--- src/rtl/calc_pkg.sv ---
// Shared types and constants for the calculator sequencing controller.
//   state_t   : controller FSM states
//   alu_op_t  : ALU operation codes
//   key_ev_t  : one bit per keypad strobe (operator keys and Start)
//   DISP_ERR  : display sentinel shown while in the error state
package calc_pkg;

    typedef enum logic [2:0] {
        S_ENTA,
        S_ENTB,
        S_EXEC,
        S_WAIT,
        S_DONE,
        S_ERR
    } state_t;

    typedef enum logic [1:0] {
        OP_ADD = 2'd0,
        OP_SUB = 2'd1,
        OP_MUL = 2'd2,
        OP_DIV = 2'd3
    } alu_op_t;

    typedef struct packed {
        logic start;
        logic add;
        logic sub;
        logic mul;
        logic div;
    } key_ev_t;

    localparam logic [15:0] DISP_ERR = 16'h8000;

endpackage

--- src/rtl/calc_seq_ctrl_if.sv ---
// Start/done handshake between the sequencing controller and the ALU.
//   master (controller): drives alu_start, alu_op, alu_a, alu_b
//                        samples alu_done, alu_result, alu_ovf
//   slave  (ALU)       : the mirror image
interface calc_seq_ctrl_if #(
    parameter int unsigned WIDTH = 16
);
    logic                 alu_start;
    calc_pkg::alu_op_t    alu_op;
    logic [WIDTH-1:0]     alu_a;
    logic [WIDTH-1:0]     alu_b;
    logic                 alu_done;
    logic [WIDTH-1:0]     alu_result;
    logic                 alu_ovf;

    modport master (
        output alu_start, alu_op, alu_a, alu_b,
        input  alu_done, alu_result, alu_ovf
    );

    modport slave (
        input  alu_start, alu_op, alu_a, alu_b,
        output alu_done, alu_result, alu_ovf
    );
endinterface

--- src/rtl/key_edge_prio.sv ---
// Rising-edge detector and priority picker for the keypad strobes.
//   clk, rst : clock, synchronous active-high reset
//   keys     : raw key levels
//   ev       : registered one-hot event (Start > Add > Sub > Mult > Div)
//   op       : registered ALU code matching the chosen operator event
module key_edge_prio
    import calc_pkg::*;
(
    input  logic    clk,
    input  logic    rst,
    input  key_ev_t keys,
    output key_ev_t ev,
    output alu_op_t op
);

    logic [4:0] prev;
    key_ev_t    rise_c;
    key_ev_t    sel_c;
    alu_op_t    code_c;

    assign rise_c = key_ev_t'(keys & ~prev);

    // Keep only the highest-priority edge of this cycle
    always_comb begin
        sel_c  = '0;
        code_c = OP_ADD;
        if (rise_c.start) begin
            sel_c.start = 1'b1;
        end else if (rise_c.add) begin
            sel_c.add = 1'b1;
            code_c    = OP_ADD;
        end else if (rise_c.sub) begin
            sel_c.sub = 1'b1;
            code_c    = OP_SUB;
        end else if (rise_c.mul) begin
            sel_c.mul = 1'b1;
            code_c    = OP_MUL;
        end else if (rise_c.div) begin
            sel_c.div = 1'b1;
            code_c    = OP_DIV;
        end
    end

    always_ff @(posedge clk) begin
        if (rst) begin
            prev <= '0;
            ev   <= '0;
            op   <= OP_ADD;
        end else begin
            prev <= keys;
            ev   <= sel_c;
            op   <= code_c;
        end
    end

endmodule

--- src/rtl/calc_seq_ctrl.sv ---
// Sequencing controller between the keypad input unit and the ALU.
// Latches operands A/B, launches one ALU operation per Start, handles
// divide-by-zero, overflow and ALU timeout, and picks the display value.
//   Clock, Clear           : clock, synchronous active-high reset
//   Add/Sub/Mult/Div/Start : key levels from the input unit
//   Operand                : current signed operand from the input unit
//   alu                    : ALU start/done handshake (master side)
//   disp_value             : value routed to the display decoders
//   busy, err              : operation in flight / error state
// Build option: define CALC_CHAIN_EN to let an operator key in S_DONE
// chain the previous result in as operand A.
module calc_seq_ctrl
    import calc_pkg::*;
#(
    parameter int unsigned WIDTH          = 16,
    parameter int unsigned TIMEOUT_CYCLES = 64
) (
    input  logic                    Clock,
    input  logic                    Clear,
    input  logic                    Add,
    input  logic                    Sub,
    input  logic                    Mult,
    input  logic                    Div,
    input  logic                    Start,
    input  logic signed [WIDTH-1:0] Operand,
    calc_seq_ctrl_if.master         alu,
    output logic [WIDTH-1:0]        disp_value,
    output logic                    busy,
    output logic                    err
);

    localparam int unsigned CNT_W = (TIMEOUT_CYCLES > 2) ? $clog2(TIMEOUT_CYCLES) : 1;

    state_t           state;
    key_ev_t          ev;
    alu_op_t          ev_op;
    logic             op_ev;
    logic [CNT_W-1:0] cnt;
    logic [WIDTH-1:0] result_q;

    key_edge_prio u_keys (
        .clk  (Clock),
        .rst  (Clear),
        .keys (key_ev_t'({Start, Add, Sub, Mult, Div})),
        .ev   (ev),
        .op   (ev_op)
    );

    assign op_ev = ev.add | ev.sub | ev.mul | ev.div;

    // Controller FSM; busy/err/alu_start are set from the state being entered
    always_ff @(posedge Clock) begin
        if (Clear) begin
            state         <= S_ENTA;
            alu.alu_start <= 1'b0;
            alu.alu_op    <= OP_ADD;
            alu.alu_a     <= '0;
            alu.alu_b     <= '0;
            busy          <= 1'b0;
            err           <= 1'b0;
            cnt           <= '0;
            result_q      <= '0;
        end else begin
            alu.alu_start <= 1'b0;
            case (state)
                S_ENTA: begin
                    if (op_ev) begin
                        alu.alu_a  <= Operand;
                        alu.alu_op <= ev_op;
                        state      <= S_ENTB;
                    end
                end
                S_ENTB: begin
                    if (op_ev) begin
                        alu.alu_op <= ev_op;
                    end else if (ev.start) begin
                        alu.alu_b <= Operand;
                        if (alu.alu_op == OP_DIV && Operand == '0) begin
                            state <= S_ERR;
                            err   <= 1'b1;
                        end else begin
                            state         <= S_EXEC;
                            alu.alu_start <= 1'b1;
                            busy          <= 1'b1;
                        end
                    end
                end
                S_EXEC: begin
                    cnt   <= '0;
                    state <= S_WAIT;
                end
                S_WAIT: begin
                    // done beats a timeout landing on the same cycle
                    if (alu.alu_done) begin
                        result_q <= alu.alu_result;
                        busy     <= 1'b0;
                        if (alu.alu_ovf) begin
                            state <= S_ERR;
                            err   <= 1'b1;
                        end else begin
                            state <= S_DONE;
                        end
                    end else if (cnt == CNT_W'(TIMEOUT_CYCLES - 1)) begin
                        state <= S_ERR;
                        err   <= 1'b1;
                        busy  <= 1'b0;
                    end else begin
                        cnt <= cnt + CNT_W'(1);
                    end
                end
                S_DONE: begin
                    if (ev.start) begin
                        state <= S_ENTA;
`ifdef CALC_CHAIN_EN
                    end else if (op_ev) begin
                        alu.alu_a  <= result_q;
                        alu.alu_op <= ev_op;
                        state      <= S_ENTB;
`endif
                    end
                end
                S_ERR: begin
                    if (ev.start) begin
                        state <= S_ENTA;
                        err   <= 1'b0;
                    end
                end
                default: begin
                    state <= S_ENTA;
                end
            endcase
        end
    end

    // Display source follows the current state
    always_comb begin
        disp_value = Operand;
        case (state)
            S_EXEC, S_WAIT: disp_value = alu.alu_a;
            S_DONE:         disp_value = result_q;
            S_ERR:          disp_value = WIDTH'(DISP_ERR);
            default:        disp_value = Operand;
        endcase
    end

endmodule
--- src/flat_wrapper.sv ---
// flat-port wrapper written by rule: the top's interface ports become plain ports
module calc_seq_ctrl_flat import calc_pkg::*;
#(
    parameter int unsigned WIDTH          = 16,
    parameter int unsigned TIMEOUT_CYCLES = 64
)
  (Clock, Clear, Add, Sub, Mult, Div, Start, Operand, disp_value, busy, err, alu_alu_start, alu_alu_op, alu_alu_a, alu_alu_b, alu_alu_done, alu_alu_result, alu_alu_ovf);
  calc_seq_ctrl_if #(.WIDTH(WIDTH)) alu_i ();
  input  logic Clock;
  input  logic Clear;
  input  logic Add;
  input  logic Sub;
  input  logic Mult;
  input  logic Div;
  input  logic Start;
  input  logic signed [WIDTH-1:0] Operand;
  output logic [WIDTH-1:0] disp_value;
  output logic busy;
  output logic err;
  output wire logic [$bits(alu_i.alu_start)-1:0] alu_alu_start;
  output wire logic [$bits(alu_i.alu_op)-1:0] alu_alu_op;
  output wire logic [$bits(alu_i.alu_a)-1:0] alu_alu_a;
  output wire logic [$bits(alu_i.alu_b)-1:0] alu_alu_b;
  input wire logic [$bits(alu_i.alu_done)-1:0] alu_alu_done;
  input wire logic [$bits(alu_i.alu_result)-1:0] alu_alu_result;
  input wire logic [$bits(alu_i.alu_ovf)-1:0] alu_alu_ovf;
  assign alu_alu_start = alu_i.alu_start;
  assign alu_alu_op = alu_i.alu_op;
  assign alu_alu_a = alu_i.alu_a;
  assign alu_alu_b = alu_i.alu_b;
  assign alu_i.alu_done = alu_alu_done;
  assign alu_i.alu_result = alu_alu_result;
  assign alu_i.alu_ovf = alu_alu_ovf;
  calc_seq_ctrl #(.WIDTH(WIDTH), .TIMEOUT_CYCLES(TIMEOUT_CYCLES)) u_core (.Clock(Clock), .Clear(Clear), .Add(Add), .Sub(Sub), .Mult(Mult), .Div(Div), .Start(Start), .Operand(Operand), .alu(alu_i), .disp_value(disp_value), .busy(busy), .err(err));
endmodule
--- config.mk ---
export PLATFORM = sky130hd
export DESIGN_NAME = calc_seq_ctrl_flat
export DESIGN_NICKNAME = d
export VERILOG_FILES = /design/src/rtl/calc_pkg.sv /design/src/rtl/calc_seq_ctrl_if.sv /design/src/rtl/key_edge_prio.sv /design/src/rtl/calc_seq_ctrl.sv /design/src/flat_wrapper.sv
export SDC_FILE = /design/constraint.sdc
export NUM_CORES = 1
export LEC_CHECK = 0
export CAP_MARGIN = 20
export CELL_PAD_IN_SITES_DETAIL_PLACEMENT = 1
export CELL_PAD_IN_SITES_GLOBAL_PLACEMENT = 1
export CORE_ASPECT_RATIO = 0.6
export CORE_MARGIN = 1
export CORE_UTILIZATION = 30
export DETAILED_ROUTE_END_ITERATION = 6
export MAX_ROUTING_LAYER = met4
export PLACE_DENSITY = 0.68
export SLEW_MARGIN = 40
export SYNTH_ARGS = -nofsm -noshare
export SYNTH_HDL_FRONTEND = slang
export SYNTH_HIERARCHICAL = 1
export SYNTH_SLANG_ARGS = --single-unit
--- constraint.sdc ---
create_clock -name Clock -period 4.4 [get_ports Clock]
set_input_delay 0.88 -clock Clock [delete_from_list [all_inputs] [get_ports Clock]]
set_output_delay 0.88 -clock Clock [all_outputs]
set_load 0.05 [all_outputs]
* Word-level counts from Yosys, hierarchy flattened
Cells that the tools add are included.
** Word-level totals
- Flip-flop bits (word level) :: 74
- Latch bits :: 0
- Memory bits (writable) :: 0
- Bits in read-only memories :: 0
- Input port bits :: 41
- Output and inout port bits :: 53
- Word-level logic and storage cells :: 102
- Memories :: 0
** Operators by class
- Add/sub/neg operators :: 1
- Multiply operators :: 0
- Divide/modulo/power cells :: 0
- Magnitude comparators :: 0
- Equality and inequality tests :: 18
- Shift operators :: 0
- Mux-type cells :: 36
- Bitwise logic cells :: 8
- Reduce and logical (&&, ||, !) cells :: 22
** Operators with widths (number)
- $pmux W16 S3 :: 1
- $mux W3 :: 7
- $mux W1 :: 20
- $logic_not A16 Y1 :: 1
- $pmux W3 S5 :: 1
- $mux W6 :: 2
- $ne A2 B2 Y1 const B :: 6
- $pmux W6 S2 :: 1
- $reduce_and A5 Y1 :: 2
- $reduce_or A2 Y1 :: 4
- $reduce_or A4 Y1 :: 2
- $reduce_and A7 Y1 :: 1
- $add A6 B1 Y6 const B :: 1
- $eq A3 B2 Y1 const B :: 2
- $eq A3 B3 Y1 const B :: 2
- $eq A6 B6 Y1 const B :: 1
- $ne A2 B1 Y1 const B :: 3
- $reduce_and A2 Y1 :: 3
- $reduce_and A3 Y1 :: 2
- $and A5 B5 Y5 :: 1
- $not A5 Y5 :: 1
- $reduce_or A5 Y1 :: 1
- $mux W2 :: 2
- $reduce_bool A2 Y1 :: 2
- 12 further kinds :: 16

* Longest topological paths before layout
Gate-level depths: netlist of run 1.
- Word-level depth :: 6
- Depth in mapped cells :: 8
- Gate-level depth less buffers :: 6

* Hierarchy
Netlist of run 1, hierarchy kept.
** By module, submodules not included
- calc_seq_ctrl :: times used 1, cells an instance 383, area an instance 2895.3 µm², sequential area each 1241.2 µm²
- key_edge_prio :: times used 1, cells an instance 32, area an instance 415.4 µm², sequential area each 240.2 µm²

* Worst setup path before layout of run 1
OpenSTA, ideal clock, no wires.
- Path kind :: reg-to-output
- Start point :: register u_core.state[2]
- End point :: output disp_value[10]
- Data arrival time :: 2.157 ns
- Required time :: 3.520 ns
- Slack :: 1.363 ns
- Cell stages (with the launch flop) :: 7
- Buffers on the path :: 2
- Cells stage by stage :: dfxtp_1 inv_1 ha_1 clkbuf_1 buf_1 a22oi_1 a21oi_1
** Between the ends
- Word-level cells in the longest chain between the ends :: 3
- Elaborated cells on any way between the ends :: 6
- Those cells by class :: eq/ne: 4; mux: 1; reduce/logical: 1
** RTL lines
- from (decl) :: line calc_seq_ctrl.sv:34 : state_t state;
- from (signal assigned) :: line calc_seq_ctrl.sv:54 : state <= S_ENTA;
- from (signal assigned) :: line calc_seq_ctrl.sv:70 : state <= S_ENTB;
- from (signal assigned) :: line calc_seq_ctrl.sv:79 : state <= S_ERR;
- $eq A3 B2 Y1 :: line calc_seq_ctrl.sv:138 : case (state)
- $reduce_or A2 Y1 :: line calc_seq_ctrl.sv:138
- $pmux W16 S3 * :: line calc_seq_ctrl.sv:138
- to (decl) :: line flat_wrapper.sv:17 : output logic [WIDTH-1:0] disp_value;
Every way passes the cells marked *; elsewhere a longest branch is shown, timed or not.

* Worst setup path after layout of run 1
- Start point :: register u_core.state[1]
- End point :: output disp_value[7]
Same word-level chain as after synthesis.

==> results.sh, run 1 <==
export IMPL_status="finished clean"
export IMPL_netlist_area_um2=3310
export IMPL_fin_skew_ns=0.00831
export IMPL_yosysSeqAreaShare=0.447
export IMPL_grt_pass1_vias=3157
export IMPL_fin_cells=646
export IMPL_synth_seq_cells=74
export IMPL_crit_type="register to output pin"
export IMPL_async_reset_ff_frac=0
export IMPL_synth_edf_count=0
export IMPL_clockRootBuffer="clkbuf_16"
export IMPL_antenna_left=0
export IMPL_antenna_found_initial=0
export IMPL_dr_pass1_iters=5
export IMPL_worstSkewPairLatency_ns=0.34
export IMPL_clkTransAtPathRegs_ns=0.06
export IMPL_drv_slew=0
export IMPL_period_share=0.850
export IMPL_ys_top_cells_by_area="dfxtp_1, nand2_1, a21oi_1, a22oi_1, nor2_1"
export IMPL_layout_nets=547
export IMPL_relSlewSlack=0.508
export IMPL_hold_path_class="register to register"
export IMPL_track_usage=0.215
export IMPL_tightest_slew_ns=0.738
export IMPL_fin_setup_tns_ns=0
export IMPL_io_pins=94
export IMPL_cts_buffer_depth=2
export IMPL_die_x_um=138
export IMPL_powerDensity_nw_per_um2=417
export IMPL_p_leak_uw=0.00158
export IMPL_num_rows=29
export IMPL_portBuffers=93
export IMPL_p_total_uw=1950
export IMPL_maxCapViolCount=0
export IMPL_cp_slowest_cell="clkdlybuf4s50_1"
export IMPL_fmax_mhz=267
export IMPL_vdd_drop_max_uv=201
export IMPL_num_antenna_cells=0
export IMPL_synth_fp_nets=460
export IMPL_vias=3228
export IMPL_fin_util=0.439
export IMPL_initial_utilization=0.310
export IMPL_die_h_um=83.4
export IMPL_syn_area_per_cell_um2=7.98
export IMPL_worstPathArrival_ns=2.86
export IMPL_postCtsSetupBuffers=0
export IMPL_max_stage_delay_ns=0.83
export IMPL_rsz0062_at_grt="no"
export IMPL_syn_inst=415
export IMPL_start_kind="register"
export IMPL_drt_first_iter_violations=163
export IMPL_layout_commonest_cell="nand2_1"
export IMPL_crit_chain="ha_1 > a22oi_1 > a21oi_1 > clkdlybuf4s50_1"
export IMPL_grt_max_degree=48
export IMPL_hold_violations=0
export IMPL_crit_family="buffers and inverters"
export IMPL_place_inst=630
export IMPL_cp_end_kind="output pin"
export IMPL_crit_buf_inv=1
export IMPL_gp_congestion=0.885
export IMPL_routed_wl_um=11500
export IMPL_finalSetupViolations=0
export IMPL_mostFrequentLayoutCells="nand2_1, clkdlybuf4s50_1, dfxtp_1"
export IMPL_cts_buffers=9
export IMPL_cts_tree="built"
export IMPL_cts_resized=0
export IMPL_hold_slack_ns=0.403
export IMPL_cp_required_ns=3.52
export IMPL_area_growth_pct=41.3
export IMPL_yosysWarnings=6
export IMPL_cp_depth=4
export IMPL_ys_types=51
export IMPL_ctsHoldBuffers=0
export IMPL_layout_drive_gt1_share=0.0888
export IMPL_die_area_um2=11500
export IMPL_yosysTopAreaCellShare=0.447
export IMPL_yosysTopAreaCell="dfxtp_1"
export IMPL_ys_flop_type="dfxtp_1"
export IMPL_dpl_hpwl_um=8650
export IMPL_drc=0
export IMPL_htree_levels=3
export IMPL_fin_crit_ns=3.74
export IMPL_grt_overflow_total=0
export IMPL_fillers=1273
export IMPL_post_drt_wl_per_cell_um=17.8
export IMPL_holdPathStages=1
export IMPL_cp_max_fo=17
export IMPL_clock_sinks=74
export IMPL_core_area_um2=10700
export IMPL_grt_pass1_wl_um=18000
export IMPL_rr_worst_depth=4
export IMPL_vias_per_cell=5.00
-- cell type report --
cell class                 count  area [µm²]  share of cell area
clock buffer                  11         243              0.0519
clock inverter                 5        77.6              0.0166
tap                          139         174              0.0372
multi-input combinational    306        1680               0.358
timing repair buffer         102         993               0.212
inverter                       9        33.8             0.00722
sequential                    74        1480               0.317
-- state kept, by name, indices dropped and copies added, names as in the netlist --
| signal | flops |
|---|---|
| u_core/alu.alu_a | 16 |
| u_core/alu.alu_b | 16 |
| u_core/alu.alu_op | 2 |
| u_core/alu.alu_start | 1 |
| u_core/busy | 1 |
| u_core/cnt | 6 |
| u_core/err | 1 |
| u_core/result_q | 16 |
| u_core/state | 3 |
| u_core/u_keys/ev | 5 |
| u_core/u_keys/op | 2 |
| u_core/u_keys/prev | 5 |
-- power by group --
group	switching, µW	total (µW)	leakage (µW)	internal (µW)
logic	280	430	0.000828	151
registers	28.1	726	0.000600	698
clock network	284	794	0.000156	510
-- metal layers --
metal	global-route usage	part of all wire
met4	0.0330	0.0056
met3	0.0604	0.066
met5	-	0
met1	0.320	0.52
met2	0.287	0.40
-- Yosys cell counts (3+ instances only) --
master      n
a21oi_1    70
a22oi_1    15
a31oi_1     3
buf_2      10
clkbuf_1   11
dfxtp_1    74
ha_1        4
inv_1       9
nand2_1   104
nand2b_1    3
nand2b_4    3
nand3_1    12
nor2_1     29
nor2b_1     6
nor3_1      4
o21ai_0     3
or3_1       3
-- worst reg2reg max path, delay by kind of cell (launching register included) --
family             cells  cell delay (ns)
and+or+nand+nor        2             1.03
AOI/OAI and AO/OA      2             0.77
DFF                    1             0.56
-- metrics by stage --
stage | setup slack, ns | cell area, µm²
floorplan | 1.36 | 3310
global placement | 0.922 | 4350
detailed placement | 0.934 | 4360
CTS | 0.630 | 4680
global route | 0.451 | 4680
finish | 0.661 | 4680
-- logic make-up (layout without fill, tap and decap cells) --
kind of cell    after synthesis  after routing  synth area share
simple gates                190            190             0.280
compound gates              111            111             0.206
flops                        74             74             0.447
buf+inv                      35            127            0.0480
fa+ha+maj                     4              4            0.0151
mux                           1              1           0.00340
-- worst paths after layout --
| kind | startpoint | end | slack [ns] |
|---|---|---|---|
| max reg2reg | u_core/state[0]$_SDFFE_PP0P_ | u_core/busy$_SDFFE_PP0P_ | 1.93 |
| min reg2reg | u_core/u_keys/prev[4]$_SDFF_PP0_ | u_core/u_keys/ev[4]$_SDFF_PP0_ | 0.40 |
| max | u_core/state[1]$_SDFFE_PP0P_ | disp_value[7] | 0.66 |
| min | u_core/u_keys/prev[4]$_SDFF_PP0_ | u_core/u_keys/ev[4]$_SDFF_PP0_ | 0.40 |
No activity file was read; power rests on OpenSTA's default activity.
==> inputs of run 2 (changes only) <==
--- a/config.mk
+++ b/config.mk
@@ -13,7 +13,7 @@
 export CORE_UTILIZATION = 30
 export DETAILED_ROUTE_END_ITERATION = 6
 export MAX_ROUTING_LAYER = met4
-export PLACE_DENSITY = 0.68
+export PLACE_DENSITY = 0.71
 export SLEW_MARGIN = 40
 export SYNTH_ARGS = -nofsm -noshare
 export SYNTH_HDL_FRONTEND = slang
==> constraint.sdc (replaced) <==
create_clock -name Clock -period 3.3 [get_ports Clock]
set_input_delay 0.66 -clock Clock [delete_from_list [all_inputs] [get_ports Clock]]
set_output_delay 0.66 -clock Clock [all_outputs]
set_load 0.05 [all_outputs]
==> results.sh, run 2 (same netlist as run 1, synthesis figures left out) <==
export IMPL_die_h_um=83.4
export IMPL_cp_max_fo=32
export IMPL_status="finished clean"
export IMPL_fmax_mhz=314
export IMPL_cp_required_ns=2.64
export IMPL_layout_commonest_cell="nand2_1"
export IMPL_hold_path_class="register to register"
export IMPL_mostFrequentLayoutCells="nand2_1, clkdlybuf4s50_1, dfxtp_1"
export IMPL_post_drt_wl_per_cell_um=18.7
export IMPL_start_kind="register"
export IMPL_crit_type="register to output pin"
export IMPL_worstSkewPairLatency_ns=0.34
export IMPL_drc=0
export IMPL_drv_slew=0
export IMPL_p_total_uw=2730
export IMPL_clkTransAtPathRegs_ns=0.06
export IMPL_relSlewSlack=0.535
export IMPL_layout_drive_gt1_share=0.122
export IMPL_ctsHoldBuffers=0
export IMPL_htree_levels=3
export IMPL_cts_buffers=9
export IMPL_cts_buffer_depth=2
export IMPL_fin_setup_tns_ns=0
export IMPL_grt_max_degree=54
export IMPL_initial_utilization=0.310
export IMPL_core_area_um2=10700
export IMPL_rsz0062_at_grt="no"
export IMPL_hold_violations=0
export IMPL_crit_buf_inv=3
export IMPL_layout_nets=547
export IMPL_track_usage=0.229
export IMPL_period_share=0.967
export IMPL_fin_crit_ns=3.19
export IMPL_antenna_left=0
export IMPL_num_antenna_cells=0
export IMPL_vdd_drop_max_uv=281
export IMPL_num_rows=29
export IMPL_grt_pass1_vias=3360
export IMPL_dpl_hpwl_um=8660
export IMPL_portBuffers=93
export IMPL_grt_pass1_wl_um=19000
export IMPL_io_pins=94
export IMPL_tightest_slew_ns=0.698
export IMPL_routed_wl_um=12100
export IMPL_fin_skew_ns=0.00497
export IMPL_area_growth_pct=46.7
export IMPL_p_leak_uw=0.00168
export IMPL_finalSetupViolations=0
export IMPL_cts_tree="built"
export IMPL_powerDensity_nw_per_um2=563
export IMPL_largest_registers="u_core/alu.alu_a x16, u_core/alu.alu_b x16, u_core/result_q x16"
export IMPL_maxCapViolCount=0
export IMPL_worstPathArrival_ns=2.53
export IMPL_dr_pass1_iters=4
export IMPL_vias_per_cell=5.22
export IMPL_max_stage_delay_ns=0.63
export IMPL_vias=3369
export IMPL_clock_sinks=74
export IMPL_cp_slowest_cell="dfxtp_1"
export IMPL_cp_end_kind="output pin"
export IMPL_crit_family="buffers and inverters"
export IMPL_drt_first_iter_violations=297
export IMPL_grt_overflow_total=0
export IMPL_die_x_um=138
export IMPL_die_area_um2=11500
export IMPL_antenna_found_initial=0
export IMPL_gp_congestion=0.859
export IMPL_clockRootBuffer="clkbuf_16"
export IMPL_crit_chain="inv_1 > ha_1 > buf_4 > nor2_1 > a21oi_1 > buf_12"
==> run 2: cell count changes in the layout (fill, tap and decap cells not counted) <==
cell             previous run  this run
buf_12                      0        16
clkdlybuf4s50_1            92        76
buf_2                       1         0
buf_4                       9        10
bufinv_16                   2         3
clkbuf_8                    1         0
clkinv_2                    2         3
clkinvlp_4                  1         0
dfxtp_1                    74        73
dfxtp_2                     0         1
==> run 2: per-stage QoR <==
stage	area (µm²)	utilization	setup WS, ns	std cells	hold WS (ns)
global placement	4510	0.423	0.586	630	0.396
floorplan	3310	-	0.483	415	0.383
detailed placement	4520	0.423	0.565	630	0.404
finish	4860	0.455	0.110	646	0.416
CTS	4850	0.455	0.131	646	0.416
global route	4860	0.455	0.0541	646	0.438
==> run 2: area by class of cell <==
| cell class | count | area, µm² |
|---|---|---|
| Sequential cell | 74 | 1480 |
| Clock buffer | 10 | 229 |
| Multi-Input combinational cell | 306 | 1680 |
| Inverter | 9 | 33.8 |
| Timing Repair Buffer | 102 | 1160 |
| Fill cell | 1270 | 5810 |
| Clock inverter | 6 | 105 |
| Tap cell | 139 | 174 |
==> run 2: repair_timing <==
action                                  in CTS  in global routing
endpoints found under the setup margin       0                  1
setup buffers                                0                  0
resized for setup                            0                  1
==> run 2: final timing paths <==
path	startpoint	end	slack, ns	cells after the start
worst max register to register	u_core/state[2]$_SDFFE_PP0P_	u_core/state[1]$_SDFFE_PP0P_	1.06	7
worst min register to register	u_core/u_keys/prev[4]$_SDFF_PP0_	u_core/u_keys/ev[4]$_SDFF_PP0_	0.42	1
worst min-delay path	u_core/u_keys/prev[4]$_SDFF_PP0_	u_core/u_keys/ev[4]$_SDFF_PP0_	0.42	1
worst max-delay path	u_core/state[2]$_SDFFE_PP0P_	disp_value[2]	0.11	6
==> run 2: layer usage <==
layer  up-vias  track usage  wire (µm)
met5         -            -          0
met4         0       0.0699        200
met3        18       0.0549        887
met2       134        0.314       5200
met1      1611        0.325       5770
li1       1606            -          -
==> run 2: power breakdown <==
group	switching [µW]	total (µW)	internal, µW
clock	381	1120	734
sequential	39.3	970	931
combinational	394	647	253
total	814	2730	1920
==> inputs of run 3 (changes only) <==
--- a/config.mk
+++ b/config.mk
@@ -13,7 +13,7 @@
 export CORE_UTILIZATION = 30
 export DETAILED_ROUTE_END_ITERATION = 6
 export MAX_ROUTING_LAYER = met4
-export PLACE_DENSITY = 0.71
+export PLACE_DENSITY = 0.68
 export SLEW_MARGIN = 40
 export SYNTH_ARGS = -nofsm -noshare
 export SYNTH_HDL_FRONTEND = slang
==> constraint.sdc (replaced) <==
create_clock -name Clock -period 3.2 [get_ports Clock]
set_input_delay 0.64 -clock Clock [delete_from_list [all_inputs] [get_ports Clock]]
set_output_delay 0.64 -clock Clock [all_outputs]
set_load 0.05 [all_outputs]
==> results.sh, run 3 (same netlist as run 1, synthesis figures left out) <==
export IMPL_largest_registers="u_core/alu.alu_a x16, u_core/alu.alu_b x16, u_core/result_q x16"
export IMPL_clock_sinks=74
export IMPL_hold_path_class="register to register"
export IMPL_tightest_slew_ns=0.761
export IMPL_powerDensity_nw_per_um2=540
export IMPL_track_usage=0.228
export IMPL_rr_worst_depth=6
export IMPL_post_drt_wl_per_cell_um=18.5
export IMPL_area_growth_pct=45.4
export IMPL_dpl_hpwl_um=8690
export IMPL_cts_buffers=9
export IMPL_layout_nets=550
export IMPL_grt_pass1_wl_um=19000
export IMPL_mostFrequentLayoutCells="nand2_1, clkdlybuf4s50_1, dfxtp_1"
export IMPL_grt_overflow_total=0
export IMPL_cp_end_kind="output pin"
export IMPL_fin_skew_ns=0.00845
export IMPL_hold_violations=0
export IMPL_p_leak_uw=0.00166
export IMPL_hold_end="u_core/u_keys/ev[4]$_SDFF_PP0_"
export IMPL_met2_usage=0.311
export IMPL_fin_cells=649
export IMPL_dr_pass1_iters=5
export IMPL_r2r_end="u_core/state[1]$_SDFFE_PP0P_"
export IMPL_worst_slack_ns=0.143
export IMPL_antenna_found_initial=0
export IMPL_crit_chain="inv_1 > ha_1 > buf_4 > nor2_1 > a21oi_1 > buf_12"
export IMPL_clkTransAtPathRegs_ns=0.06
export IMPL_finalSetupViolations=0
export IMPL_cp_depth=6
export IMPL_crit_buf_inv=3
export IMPL_die_area_um2=11500
export IMPL_crit_family="buffers and inverters"
export IMPL_start_kind="register"
export IMPL_r2r_setup_slack_ns=0.88
export IMPL_gp_congestion=0.898
export IMPL_rr_startpoint="u_core/state[1]$_SDFFE_PP0P_"
export IMPL_post_place_ws_ns=0.540
export IMPL_cp_required_ns=2.56
export IMPL_postCtsSetupBuffers=0
export IMPL_num_rows=29
export IMPL_cts_resized=0
export IMPL_place_inst=633
export IMPL_placed_area_um2=4540
export IMPL_worstPathArrival_ns=2.42
export IMPL_die_x_um=138
export IMPL_status="finished clean"
export IMPL_cts_buffer_depth=2
export IMPL_cp_slowest_cell="dfxtp_1"
export IMPL_initial_utilization=0.310
export IMPL_clockRootBuffer="clkbuf_16"
export IMPL_layout_commonest_cell="nand2_1"
export IMPL_antenna_left=0
export IMPL_fin_setup_tns_ns=0
export IMPL_core_area_um2=10700
export IMPL_grt_most_used_layer="met1"
export IMPL_grt_pass1_vias=3348
export IMPL_io_pins=94
export IMPL_fin_crit_ns=3.06
export IMPL_fmax_mhz=327
export IMPL_ctsHoldBuffers=0
export IMPL_cts_tree="built"
export IMPL_grt_max_degree=55
export IMPL_num_antenna_cells=0
export IMPL_worstSkewPairLatency_ns=0.34
export IMPL_die_h_um=83.4
export IMPL_htree_levels=3
export IMPL_crit_type="register to output pin"
export IMPL_maxCapViolCount=0
export IMPL_rsz0062_at_grt="no"
export IMPL_drv_slew=0
export IMPL_use_met1=0.335
export IMPL_max_stage_delay_ns=0.62
export IMPL_vias=3358
export IMPL_layout_drive_gt1_share=0.125
export IMPL_drc=0
export IMPL_fin_area_um2=4810
export IMPL_p_total_uw=2600
export IMPL_cp_max_fo=32
export IMPL_period_share=0.955
export IMPL_drt_first_iter_violations=184
export IMPL_relSlewSlack=0.493
export IMPL_worstHoldStart="u_core/u_keys/prev[4]$_SDFF_PP0_"
export IMPL_grt_use_met3=0.0507
export IMPL_holdPathStages=1
export IMPL_vdd_drop_max_uv=237
export IMPL_portBuffers=93
export IMPL_routed_wl_um=12000
export IMPL_vias_per_cell=5.17
## run 3: cell count changes in the layout (fill, tap and decap cells not counted), sizes merged
cell	delta
buf	+3
bufinv	-3
clkinvlp	+2
inv	+1
## run 3: worst max-delay path by stage
stage,from,endpoint,slack (ns)
global route,u_core/state[1]$_SDFFE_PP0P_,disp_value[5],0.04
CTS,u_core/state[1]$_SDFFE_PP0P_,disp_value[4],0.16
finish,u_core/state[1]$_SDFFE_PP0P_,disp_value[4],0.14
detailed placement,u_core/state[1]$_SDFFE_PP0P_,disp_value[4],0.54
floorplan,u_core/state[2]$_SDFFE_PP0P_,disp_value[10],0.40
global placement,u_core/state[1]$_SDFFE_PP0P_,disp_value[4],0.51
## run 3: cell type report
cell class	count	area [µm²]
clock buffers	10	229
clock inverters	6	42.5
fillers	1258	5850
inverters	9	33.8
multi-input cells	306	1680
flip-flops and latches	74	1480
well taps	139	174
repair buffers	105	1180
## run 3: where the power goes
part	internal, µW	switching (µW)	leakage [µW]	total, µW
combinational	262	404	0.000933	666
clock	526	408	0.000129	934
sequential	959	38.8	0.000600	998
total	1750	850	0.00166	2600
## run 3: stage by stage
stage	util	hold slack (ns)
6_report	0.451	0.419
5_1_grt	0.451	0.461
4_1_cts	0.451	0.425
3_5_place_dp	0.425	0.413
3_3_place_gp	0.425	0.403
2_1_floorplan	-	0.383
## run 3: metal layers
layer / routed length (µm) / vias to the layer above
met5: 0 / -
met4: 122 / 0
met3: 688 / 16
met2: 5060 / 92
met1: 6110 / 1633
li1: - / 1617
